$ cat config.mk
export PLATFORM = sky130hd
export DESIGN_NAME = img_line_sequencer_flat
export DESIGN_NICKNAME = d
export VERILOG_FILES = /design/src/rtl/img_line_sequencer_pkg.sv /design/src/rtl/img_line_sequencer_if.sv /design/src/rtl/img_line_sequencer.sv /design/src/flat_wrapper.sv
export SDC_FILE = /design/constraint.sdc
export NUM_CORES = 1
export LEC_CHECK = 0
export BUFFER_PORTS_ARGS = -buffer_cell sky130_fd_sc_hd__buf_2
export CORE_AREA = 2 2 69 71
export DETAILED_ROUTE_END_ITERATION = 7
export DIE_AREA = 0 0 71 73
export GPL_ROUTABILITY_DRIVEN = 0
export MAX_ROUTING_LAYER = met4
export PLACE_DENSITY = 0.8
export SYNTH_ARGS = -nofsm -noshare
export SYNTH_HDL_FRONTEND = slang
export SYNTH_SLANG_ARGS = --single-unit
$ cat constraint.sdc
create_clock -name i_clk -period 3 [get_ports i_clk]
set_input_delay 0.3 -clock i_clk [delete_from_list [all_inputs] [get_ports i_clk]]
set_output_delay 0.3 -clock i_clk [all_outputs]
set_load 0.05 [all_outputs]
$ cat src/rtl/img_line_sequencer_pkg.sv
// =============================================================================
// img_line_sequencer_pkg : shared state encoding and window constants
// Revision 1.0
// =============================================================================
`default_nettype none

package img_line_sequencer_pkg;

  // Rows in the downstream pixel window; each output line needs this many input lines.
  localparam int WIN_SIZE = 3;

  typedef enum logic [2:0] {
    ST_IDLE   = 3'd0,
    ST_CLR    = 3'd1,
    ST_STREAM = 3'd2,
    ST_DRAIN  = 3'd3,
    ST_DONE   = 3'd4
  } seq_state_e;

  // Output lines produced by the window stage for a frame of the given height.
  function automatic int frame_used_target(input int lines);
    return lines - (WIN_SIZE - 1);
  endfunction

endpackage

`default_nettype wire

$ cat src/rtl/img_line_sequencer_if.sv
// =============================================================================
// img_line_sequencer_if : upstream pixel stream plus window-stage link
// Revision 1.0
// =============================================================================
`default_nettype none

interface img_line_sequencer_if;
  logic [7:0] s_data;
  logic       s_valid;
  logic       s_ready;
  logic [7:0] pixel;
  logic       pixel_valid;
  logic       line_done;
  logic       img_rst;

  // master: the sequencer; slave: the surrounding source/window stage
  modport master (
    input  s_data, s_valid, line_done,
    output s_ready, pixel, pixel_valid, img_rst
  );

  modport slave (
    output s_data, s_valid, line_done,
    input  s_ready, pixel, pixel_valid, img_rst
  );
endinterface

`default_nettype wire

$ cat src/rtl/img_line_sequencer.sv
// =============================================================================
// img_line_sequencer : credit-based line flow controller ahead of the window stage
// Revision 1.0
// =============================================================================
`default_nettype none

module img_line_sequencer
  import img_line_sequencer_pkg::*;
#(
  parameter int LINE_W    = 512,
  parameter int IMG_LINES = 512,
  parameter int NUM_BUF   = 4
) (
  input  wire logic                         i_clk,
  input  wire logic                         i_rst_n,
  input  wire logic                         i_start,
  input  wire logic                         i_abort,
  img_line_sequencer_if.master              bus,
  output logic                              o_busy,
  output logic                              o_frame_done,
  output logic [$clog2(NUM_BUF+1)-1:0]      o_credit,
  output logic                              o_err
);

  localparam int CW  = (LINE_W > 1) ? $clog2(LINE_W) : 1;
  localparam int SW  = $clog2(IMG_LINES + 1);
  localparam int CRW = $clog2(NUM_BUF + 1);

  localparam logic [CW-1:0]  C_COL_LAST    = CW'(LINE_W - 1);
  localparam logic [SW-1:0]  C_SENT_MAX    = SW'(IMG_LINES);
  localparam logic [SW-1:0]  C_USED_END    = SW'(frame_used_target(IMG_LINES));
  localparam logic [CRW-1:0] C_CREDIT_FULL = CRW'(NUM_BUF);

  seq_state_e     state_q, state_d;
  logic [CW-1:0]  col_q, col_d;
  logic [SW-1:0]  sent_q, sent_d;
  logic [SW-1:0]  used_q, used_d;
  logic [CRW-1:0] credit_q, credit_d;
  logic [7:0]     pixel_q, pixel_d;
  logic           pixel_valid_q, pixel_valid_d;
  logic           img_rst_q, img_rst_d;
  logic           err_q, err_d;

  logic           s_ready;
  logic           xfer;
  logic           line_end;
  logic           in_frame;

  always_ff @(posedge i_clk or negedge i_rst_n) begin
    if (!i_rst_n) begin
      state_q       <= ST_IDLE;
      col_q         <= '0;
      sent_q        <= '0;
      used_q        <= '0;
      credit_q      <= C_CREDIT_FULL;
      pixel_q       <= '0;
      pixel_valid_q <= 1'b0;
      img_rst_q     <= 1'b0;
      err_q         <= 1'b0;
    end else begin
      state_q       <= state_d;
      col_q         <= col_d;
      sent_q        <= sent_d;
      used_q        <= used_d;
      credit_q      <= credit_d;
      pixel_q       <= pixel_d;
      pixel_valid_q <= pixel_valid_d;
      img_rst_q     <= img_rst_d;
      err_q         <= err_d;
    end
  end

  always_comb begin
    state_d       = state_q;
    col_d         = col_q;
    sent_d        = sent_q;
    used_d        = used_q;
    credit_d      = credit_q;
    pixel_d       = pixel_q;
    pixel_valid_d = 1'b0;
    img_rst_d     = 1'b0;
    err_d         = err_q;

    // Abort is folded into ready so no pixel slips through on the abort cycle.
    s_ready  = (state_q == ST_STREAM) && (credit_q != '0) && (sent_q < C_SENT_MAX) && !i_abort;
    xfer     = bus.s_valid && s_ready;
    line_end = xfer && (col_q == C_COL_LAST);
    in_frame = (state_q == ST_STREAM) || (state_q == ST_DRAIN);

    if (i_abort) begin
      state_d   = ST_IDLE;
      col_d     = '0;
      sent_d    = '0;
      used_d    = '0;
      credit_d  = C_CREDIT_FULL;
      img_rst_d = 1'b1;
    end else begin
      if (xfer) begin
        pixel_d       = bus.s_data;
        pixel_valid_d = 1'b1;
        col_d         = line_end ? '0 : col_q + 1'b1;
      end
      if (line_end) begin
        sent_d = sent_q + 1'b1;
      end

      // A freed buffer and a newly filled one in the same cycle cancel out.
      if (in_frame) begin
        if (bus.line_done) begin
          used_d = used_q + 1'b1;
        end
        if (bus.line_done && !line_end) begin
          if (credit_q == C_CREDIT_FULL) begin
            err_d = 1'b1;
          end else begin
            credit_d = credit_q + 1'b1;
          end
        end else if (line_end && !bus.line_done) begin
          credit_d = credit_q - 1'b1;
        end
      end else if (bus.line_done) begin
        err_d = 1'b1;
      end

      case (state_q)
        ST_IDLE: begin
          if (i_start) begin
            state_d   = ST_CLR;
            img_rst_d = 1'b1;
          end
        end
        ST_CLR: begin
          col_d    = '0;
          sent_d   = '0;
          used_d   = '0;
          credit_d = C_CREDIT_FULL;
          state_d  = ST_STREAM;
        end
        ST_STREAM: begin
          if (line_end && (sent_q == C_SENT_MAX - 1'b1)) begin
            state_d = ST_DRAIN;
          end
        end
        ST_DRAIN: begin
          if (used_q == C_USED_END) begin
            state_d = ST_DONE;
          end
        end
        ST_DONE: begin
          state_d = ST_IDLE;
        end
        default: begin
          state_d = ST_IDLE;
        end
      endcase
    end
  end

  assign bus.s_ready     = s_ready;
  assign bus.pixel       = pixel_q;
  assign bus.pixel_valid = pixel_valid_q;
  assign bus.img_rst     = img_rst_q;

  assign o_busy       = (state_q != ST_IDLE);
  assign o_frame_done = (state_q == ST_DONE);
  assign o_credit     = credit_q;
  assign o_err        = err_q;

endmodule

`default_nettype wire

$ cat src/flat_wrapper.sv
// flat-port wrapper written by rule: the top's interface ports become plain ports
module img_line_sequencer_flat import img_line_sequencer_pkg::*;
#(
  parameter int LINE_W    = 512,
  parameter int IMG_LINES = 512,
  parameter int NUM_BUF   = 4
)
  (i_clk, i_rst_n, i_start, i_abort, o_busy, o_frame_done, o_credit, o_err, bus_s_data, bus_s_valid, bus_line_done, bus_s_ready, bus_pixel, bus_pixel_valid, bus_img_rst);
  img_line_sequencer_if bus_i ();
  input  wire logic i_clk;
  input  wire logic i_rst_n;
  input  wire logic i_start;
  input  wire logic i_abort;
  output logic o_busy;
  output logic o_frame_done;
  output logic [$clog2(NUM_BUF+1)-1:0] o_credit;
  output logic o_err;
  input wire logic [$bits(bus_i.s_data)-1:0] bus_s_data;
  input wire logic [$bits(bus_i.s_valid)-1:0] bus_s_valid;
  input wire logic [$bits(bus_i.line_done)-1:0] bus_line_done;
  output wire logic [$bits(bus_i.s_ready)-1:0] bus_s_ready;
  output wire logic [$bits(bus_i.pixel)-1:0] bus_pixel;
  output wire logic [$bits(bus_i.pixel_valid)-1:0] bus_pixel_valid;
  output wire logic [$bits(bus_i.img_rst)-1:0] bus_img_rst;
  assign bus_i.s_data = bus_s_data;
  assign bus_i.s_valid = bus_s_valid;
  assign bus_i.line_done = bus_line_done;
  assign bus_s_ready = bus_i.s_ready;
  assign bus_pixel = bus_i.pixel;
  assign bus_pixel_valid = bus_i.pixel_valid;
  assign bus_img_rst = bus_i.img_rst;
  img_line_sequencer #(.LINE_W(LINE_W), .IMG_LINES(IMG_LINES), .NUM_BUF(NUM_BUF)) u_core (.i_clk(i_clk), .i_rst_n(i_rst_n), .i_start(i_start), .i_abort(i_abort), .bus(bus_i), .o_busy(o_busy), .o_frame_done(o_frame_done), .o_credit(o_credit), .o_err(o_err));
endmodule
# Yosys cells after proc, flatten, opt, wreduce, memory -nomap -nowiden
# Cells that the tools add are included.
[word_totals] regBits=46 in_bits=14 out_inout_bits=17 word_cells=87
[classes] addsub=5 order_cmp=1 n_eq_ne=14 muxes=31 bitwise=1 reduce_logical=26
[ops] op="$mux 10" count=7
[ops] op="$mux 9" count=4
[ops] op="$mux 3" count=10
[ops] op="$add 10x1->10 const B" count=2
[ops] op="$eq 10x9->1 const B" count=2
[ops] op="$reduce_bool 3->1" count=6
[ops] op="$pmux 3 s4" count=1
[ops] op="$lt 10x10->1 const B" count=1
[ops] op="$add 9x1->9 const B" count=1
[ops] op="$eq 9x9->1 const B" count=1
[ops] op="$mux 1" count=9
[ops] op="$ne 3x3->1 const B" count=3
[ops] op="$logic_and 1x1->1" count=8
[ops] op="$eq 3x2->1 const B" count=2
[ops] op="$eq 3x3->1 const B" count=2
[ops] op="$reduce_and 3->1" count=2
[ops] op="$ne 2x2->1 const B" count=2
[ops] op="$ne 4x4->1 const B" count=1
[ops] op="$reduce_and 2->1" count=2
[ops] op="$reduce_and 4->1" count=1
[ops] op="$reduce_bool 4->1" count=1
[ops] op="$add 3x1->3 const B" count=1
[ops] op="$eq 3x1->1 const B" count=1
[ops] op="$logic_not 1->1" count=3
[ops] op="other kinds (5)" count=5

# Depth between registers and ports, before layout
[depth] ltp_word=12 ltp_mapped=12 depth_no_buf=11

# Worst setup path before layout
# OpenSTA, ideal clock, no wires.
[synth_path] path_type="reg-to-reg" start="register u_core.credit_q[1], in the netlist u_core.o_credit[1]" end="register u_core.credit_q[2], in the netlist u_core.o_credit[2]" setup_ns=0.075 arrival_ns=2.524 t_required_ns=2.925 setup_slack_ns=0.401 stages_incl_launch_ff=10 path_buffers=1 synth_period_minus_slack_ns=2.599 path_cell_list="dfrtp_1 > or3_1 > clkbuf_1 > nand4_4 > ha_1 > xnor2_1 > ha_1 > or3_1 > a21oi_1 > mux2i_1"
[synth_via] elab_chain_len=12 elab_cells_between_ends=21 cone_classes="add/sub: 2; eq/ne: 2; mux: 6; reduce/logical: 11"
[synth_lines] item="start: declaration" line_no="img_line_sequencer.sv:38" text="logic [CRW-1:0] credit_q, credit_d;"
[synth_lines] item="start signal: assignment" line_no="img_line_sequencer.sv:65" text="credit_q <= credit_d;"
[synth_lines] item="$reduce_bool 3->1" line_no="img_line_sequencer.sv:85" text="s_ready = (state_q == ST_STREAM) && (credit_q != '0) && (sent_q < C_SENT_MAX) && !i_abort;"
[synth_lines] item="$logic_and 1x1->1 (3 in series)" line_no="img_line_sequencer.sv:85"
[synth_lines] item="$logic_and 1x1->1" line_no="img_line_sequencer.sv:86" text="xfer = bus.s_valid && s_ready;"
[synth_lines] item="$logic_and 1x1->1" line_no="img_line_sequencer.sv:87" text="line_end = xfer && (col_q == C_COL_LAST);"
[synth_lines] item="$logic_not 1->1" line_no="img_line_sequencer.sv:112" text="if (bus.line_done && !line_end) begin"
[synth_lines] item="$logic_and 1x1->1" line_no="img_line_sequencer.sv:112"
[synth_lines] item="$mux 3" line_no="img_line_sequencer.sv:112"
[synth_lines] item="$mux 3" line_no="img_line_sequencer.sv:108" text="if (in_frame) begin"
[synth_lines] item="$mux 3" line_no="img_line_sequencer.sv:125" text="case (state_q)"
[synth_lines] item="$mux 3" line_no="img_line_sequencer.sv:90" text="if (i_abort) begin"
# Parallel ways exist; a longest one is shown, timed or not. The select of a mux whose other input is x is not followed.
# A chain may end at the register's enable or synchronous reset.

# Final worst setup path
[layout_path] start="register u_core.col_q[0]" end="register u_core.credit_q[2], in the netlist u_core.o_credit[2]"
[layout_via] elab_chain_len=8 elab_cells_between_ends=12 cone_classes="eq/ne: 2; mux: 4; reduce/logical: 6"
[layout_lines] item="start: declaration" line_no="img_line_sequencer.sv:35" text="logic [CW-1:0] col_q, col_d;"
[layout_lines] item="start signal: assignment" line_no="img_line_sequencer.sv:62" text="col_q <= col_d;"
[layout_lines] item="$eq 9x9->1 (*)" line_no="img_line_sequencer.sv:87"
[layout_lines] item="$logic_and 1x1->1 (*)" line_no="img_line_sequencer.sv:87"
[layout_lines] item="$logic_not 1->1" line_no="img_line_sequencer.sv:112"
[layout_lines] item="$logic_and 1x1->1" line_no="img_line_sequencer.sv:112"
[layout_lines] item="$mux 3" line_no="img_line_sequencer.sv:112"
[layout_lines] item="$mux 3" line_no="img_line_sequencer.sv:108"
[layout_lines] item="$mux 3" line_no="img_line_sequencer.sv:125"
[layout_lines] item="$mux 3" line_no="img_line_sequencer.sv:90"
# Every way passes the cells marked *; elsewhere a longest branch is shown, timed or not. The select of a mux whose other input is x is not followed.

==> results.sh <==
export IMPL_slew_headroom=0.3329
export IMPL_place_inst=332
export IMPL_setup_worst_path_class="reg2reg"
export IMPL_synth_cell_types=48
export IMPL_grt_use_total=0.2086
export IMPL_die_area_um2=5183
export IMPL_hold_violations=0
export IMPL_worst_pin_slew_ps=1001
export IMPL_cp_cell_sequence="ha_1, nand3_1, nor3_1, ha_2, nand4_4, ha_1, xnor2_1, ha_1, or3_1, a21oi_1, mux2i_1"
export IMPL_synth_area_um2=2425
export IMPL_first_global_vias=1845
export IMPL_fin_total_pwr_mw=1.732
export IMPL_start_kind="flop"
export IMPL_cp_endpoint="u_core.o_credit[2]$_DFFE_PN1P_"
export IMPL_crit_required_ps=3240
export IMPL_portBuffers=30
export IMPL_drt_pass1_iter_count=4
export IMPL_r2r_end="u_core.o_credit[2]$_DFFE_PN1P_"
export IMPL_syn_area_per_cell_um2=9.435
export IMPL_reg2reg_from="u_core.col_q[0]$_DFFE_PN0P_"
export IMPL_p_per_area_nw_per_um2=639.2
export IMPL_fin_crit_sh=0.9080
export IMPL_fin_area_um2=2710
export IMPL_grt_max_degree=47
export IMPL_p_leak_nw=1.227
export IMPL_wl_mm=4.898
export IMPL_cts_buffers=5
export IMPL_drv_cap=0
export IMPL_antenna_found_initial=0
export IMPL_cpMaxStageDelayCell="dfrtp_1"
export IMPL_hold_ws_ps=164.4
export IMPL_arrival_ps=2960
export IMPL_seq_power_share=0.438
export IMPL_htree_num_levels=2
export IMPL_dp_slack_ps=166.8
export IMPL_row_count=25
export IMPL_worst_path_max_fanout=5
export IMPL_ant_nets=0
export IMPL_r2r_setup_slack_ps=280
export IMPL_placed_cell_area_um2=2605
export IMPL_drc_errors=0
export IMPL_synth_ff_type="dfrtp_1"
export IMPL_reg2reg_depth=11
export IMPL_fin_tns_setup_ps=0
export IMPL_status="completed"
export IMPL_switching_share=0.4061
export IMPL_yosysSeqAreaShare=0.4752
export IMPL_clk_path_buf_depth=2
export IMPL_slowest_delay_ps=430
export IMPL_skew_ps=10.23
export IMPL_synthToLayoutAreaGrowth_pct=11.76
export IMPL_gr_total_overflow=0
export IMPL_n_antenna_cell=0
export IMPL_root_buffer="clkbuf_8"
export IMPL_synth_seq_cells=46
export IMPL_async_flop_share=1.000
export IMPL_cellInternalPower_mw=1.029
export IMPL_yosys_warnings=0
export IMPL_cts_sinks=46
export IMPL_start_util=0.5346
export IMPL_path_clk_slew_ps=90
export IMPL_drt_iter0_markers=139
export IMPL_fin_cells=341
export IMPL_chipHeight_um=73
export IMPL_synth_edff_count=0
export IMPL_ios=31
export IMPL_power_switching_mw=0.7035
export IMPL_vias=1943
export IMPL_combPwrFrac=0.332
export IMPL_drive_gt1_frac=0.1707
export IMPL_via_per_inst=5.698
export IMPL_drv_slew=0
export IMPL_wl_per_cell_um=14.36
export IMPL_utilization=0.5975
export IMPL_rsz0062_at_grt="false"
export IMPL_core_area_um2=4536
export IMPL_period_needed_ps=2724
export IMPL_nets=308
export IMPL_crit_top_cell="ha_1"
export IMPL_clockPowerShare=0.230
export IMPL_grt_pass1_wl_mm=8.390
export IMPL_end_kind="flop"
export IMPL_setup_viol=0
export IMPL_critPathLaunch="u_core.col_q[0]$_DFFE_PN0P_"
export IMPL_dp_hpwl_mm=3.430
export IMPL_die_w_um=71
export IMPL_synthCells=257
export IMPL_cts_tree="done"
export IMPL_clkLatencyLatePin_ps=300
export IMPL_synth_fp_nets=279
export IMPL_hold_class="in2async"
export IMPL_ir_worst_vdd_mv=0.3251
export IMPL_finalWorstSetupSlack_ps=275.9
export IMPL_clock_fmax_mhz=367.1
-- power groups by stage --
stage | clock network [mW] | registers, mW | logic (mW)
floorplan | 0 | 0.940 | 0.278
global placement | 0 | 0.770 | 0.571
detailed placement | 0 | 0.770 | 0.580
CTS | 0.410 | 0.759 | 0.582
global route | 0.434 | 0.773 | 0.629
finish | 0.398 | 0.759 | 0.575
-- layout by cell type, fill, tap and decap left out, drive strengths merged, types with 6 or more instances in the layout --
cell type,count
nor2,15
o21ai,7
nand2,44
a21oi,16
o31ai,8
ha,8
dfrtp,45
xnor2,6
inv,8
nand4,9
buf,34
or3,10
or4,7
nand3,16
clkbuf,6
-- sequential cells by signal (all words and copies together), names as in the netlist --
name / count
u_core.o_err: 1
u_core.o_credit: 3
u_core.state_q: 3
u_core.bus.img_rst: 1
u_core.bus.pixel: 8
u_core.bus.pixel_valid: 1
u_core.col_q: 9
u_core.used_q: 10
u_core.sent_q: 10
-- critical path: cells and delay by family, from the launching register on --
| kind | cells | cell delay (ps) |
|---|---|---|
| fa+ha+maj | 4 | 920 |
| simple gates | 4 | 780 |
| flops | 1 | 430 |
| mux | 1 | 200 |
| compound gates | 1 | 190 |
| xor+xnor | 1 | 140 |
-- area by class of cell --
class / count / area (um2)
timing repair buffer: 34 / 180.2
multi-input combinational: 191 / 1185
inverter: 8 / 30.03
clock buffer: 6 / 82.58
tap: 54 / 67.56
fill: 390 / 1826
clock inverter: 2 / 12.51
sequential: 46 / 1152
-- layer usage --
layer | track usage | vias up | wire, um
met2 | 0.3271 | 32 | 2434
li1 | - | 973 | -
met1 | 0.2690 | 932 | 2250
met4 | 0.07757 | 0 | 58
met3 | 0.04282 | 6 | 155
met5 | - | - | 0
-- worst min-delay path by stage --
stage	endpoint	depth (start not counted)	slack (ps)	from
2_1_floorplan	u_core.bus.img_rst$_DFF_PN0_	0	4	i_rst_n
3_3_place_gp	u_core.o_err$_DFFE_PN0P_	2	440	u_core.o_err$_DFFE_PN0P_
3_5_place_dp	u_core.o_err$_DFFE_PN0P_	2	450	u_core.o_err$_DFFE_PN0P_
4_1_cts	u_core.bus.pixel[4]$_DFFE_PN0P_	3	170	bus_s_data[4]
5_1_grt	u_core.bus.pixel[2]$_DFFE_PN0P_	3	180	bus_s_data[2]
6_report	u_core.col_q[3]$_DFFE_PN0P_	1	160	i_rst_n
-- cells by family (layout without fill, tap and decap cells) --
family / count (synthesis) / count (layout) / share of synthesized area
compound gates: 41 / 41 / 0.1058
buf+inv: 20 / 50 / 0.03715
fa+ha+maj: 8 / 8 / 0.04128
xor+xnor: 10 / 10 / 0.03612
simple gates: 126 / 126 / 0.2792
flops: 46 / 46 / 0.4752
mux: 6 / 6 / 0.02528
-- what timing repair did --
item | 4_1_cts | 5_1_grt
setup buffers | 0 | 1
setup endpoints to repair | 0 | 1
hold buffers | 0 | 0
resized for setup | 0 | 1
-- synthesized netlist by cell type, types with 2 or more instances --
library cell	count	share of area
xnor2_1	6	0.022
o21ai_0	6	0.012
ha_1	8	0.041
o211ai_1	2	0.0062
nand3_1	15	0.031
nor2_1	15	0.023
nor2b_1	2	0.0052
or3_1	10	0.026
nand2_1	44	0.068
mux2i_1	5	0.021
nor3_1	5	0.010
nand2b_1	2	0.0052
xor2_1	4	0.014
nor4_1	5	0.013
nand4_1	8	0.021
clkbuf_1	4	0.0062
buf_2	6	0.012
or4_1	7	0.022
o31ai_1	8	0.025
dfrtp_1	45	0.46
inv_1	8	0.012
a21oi_1	16	0.033
No activity file was read; power rests on OpenSTA's default activity.
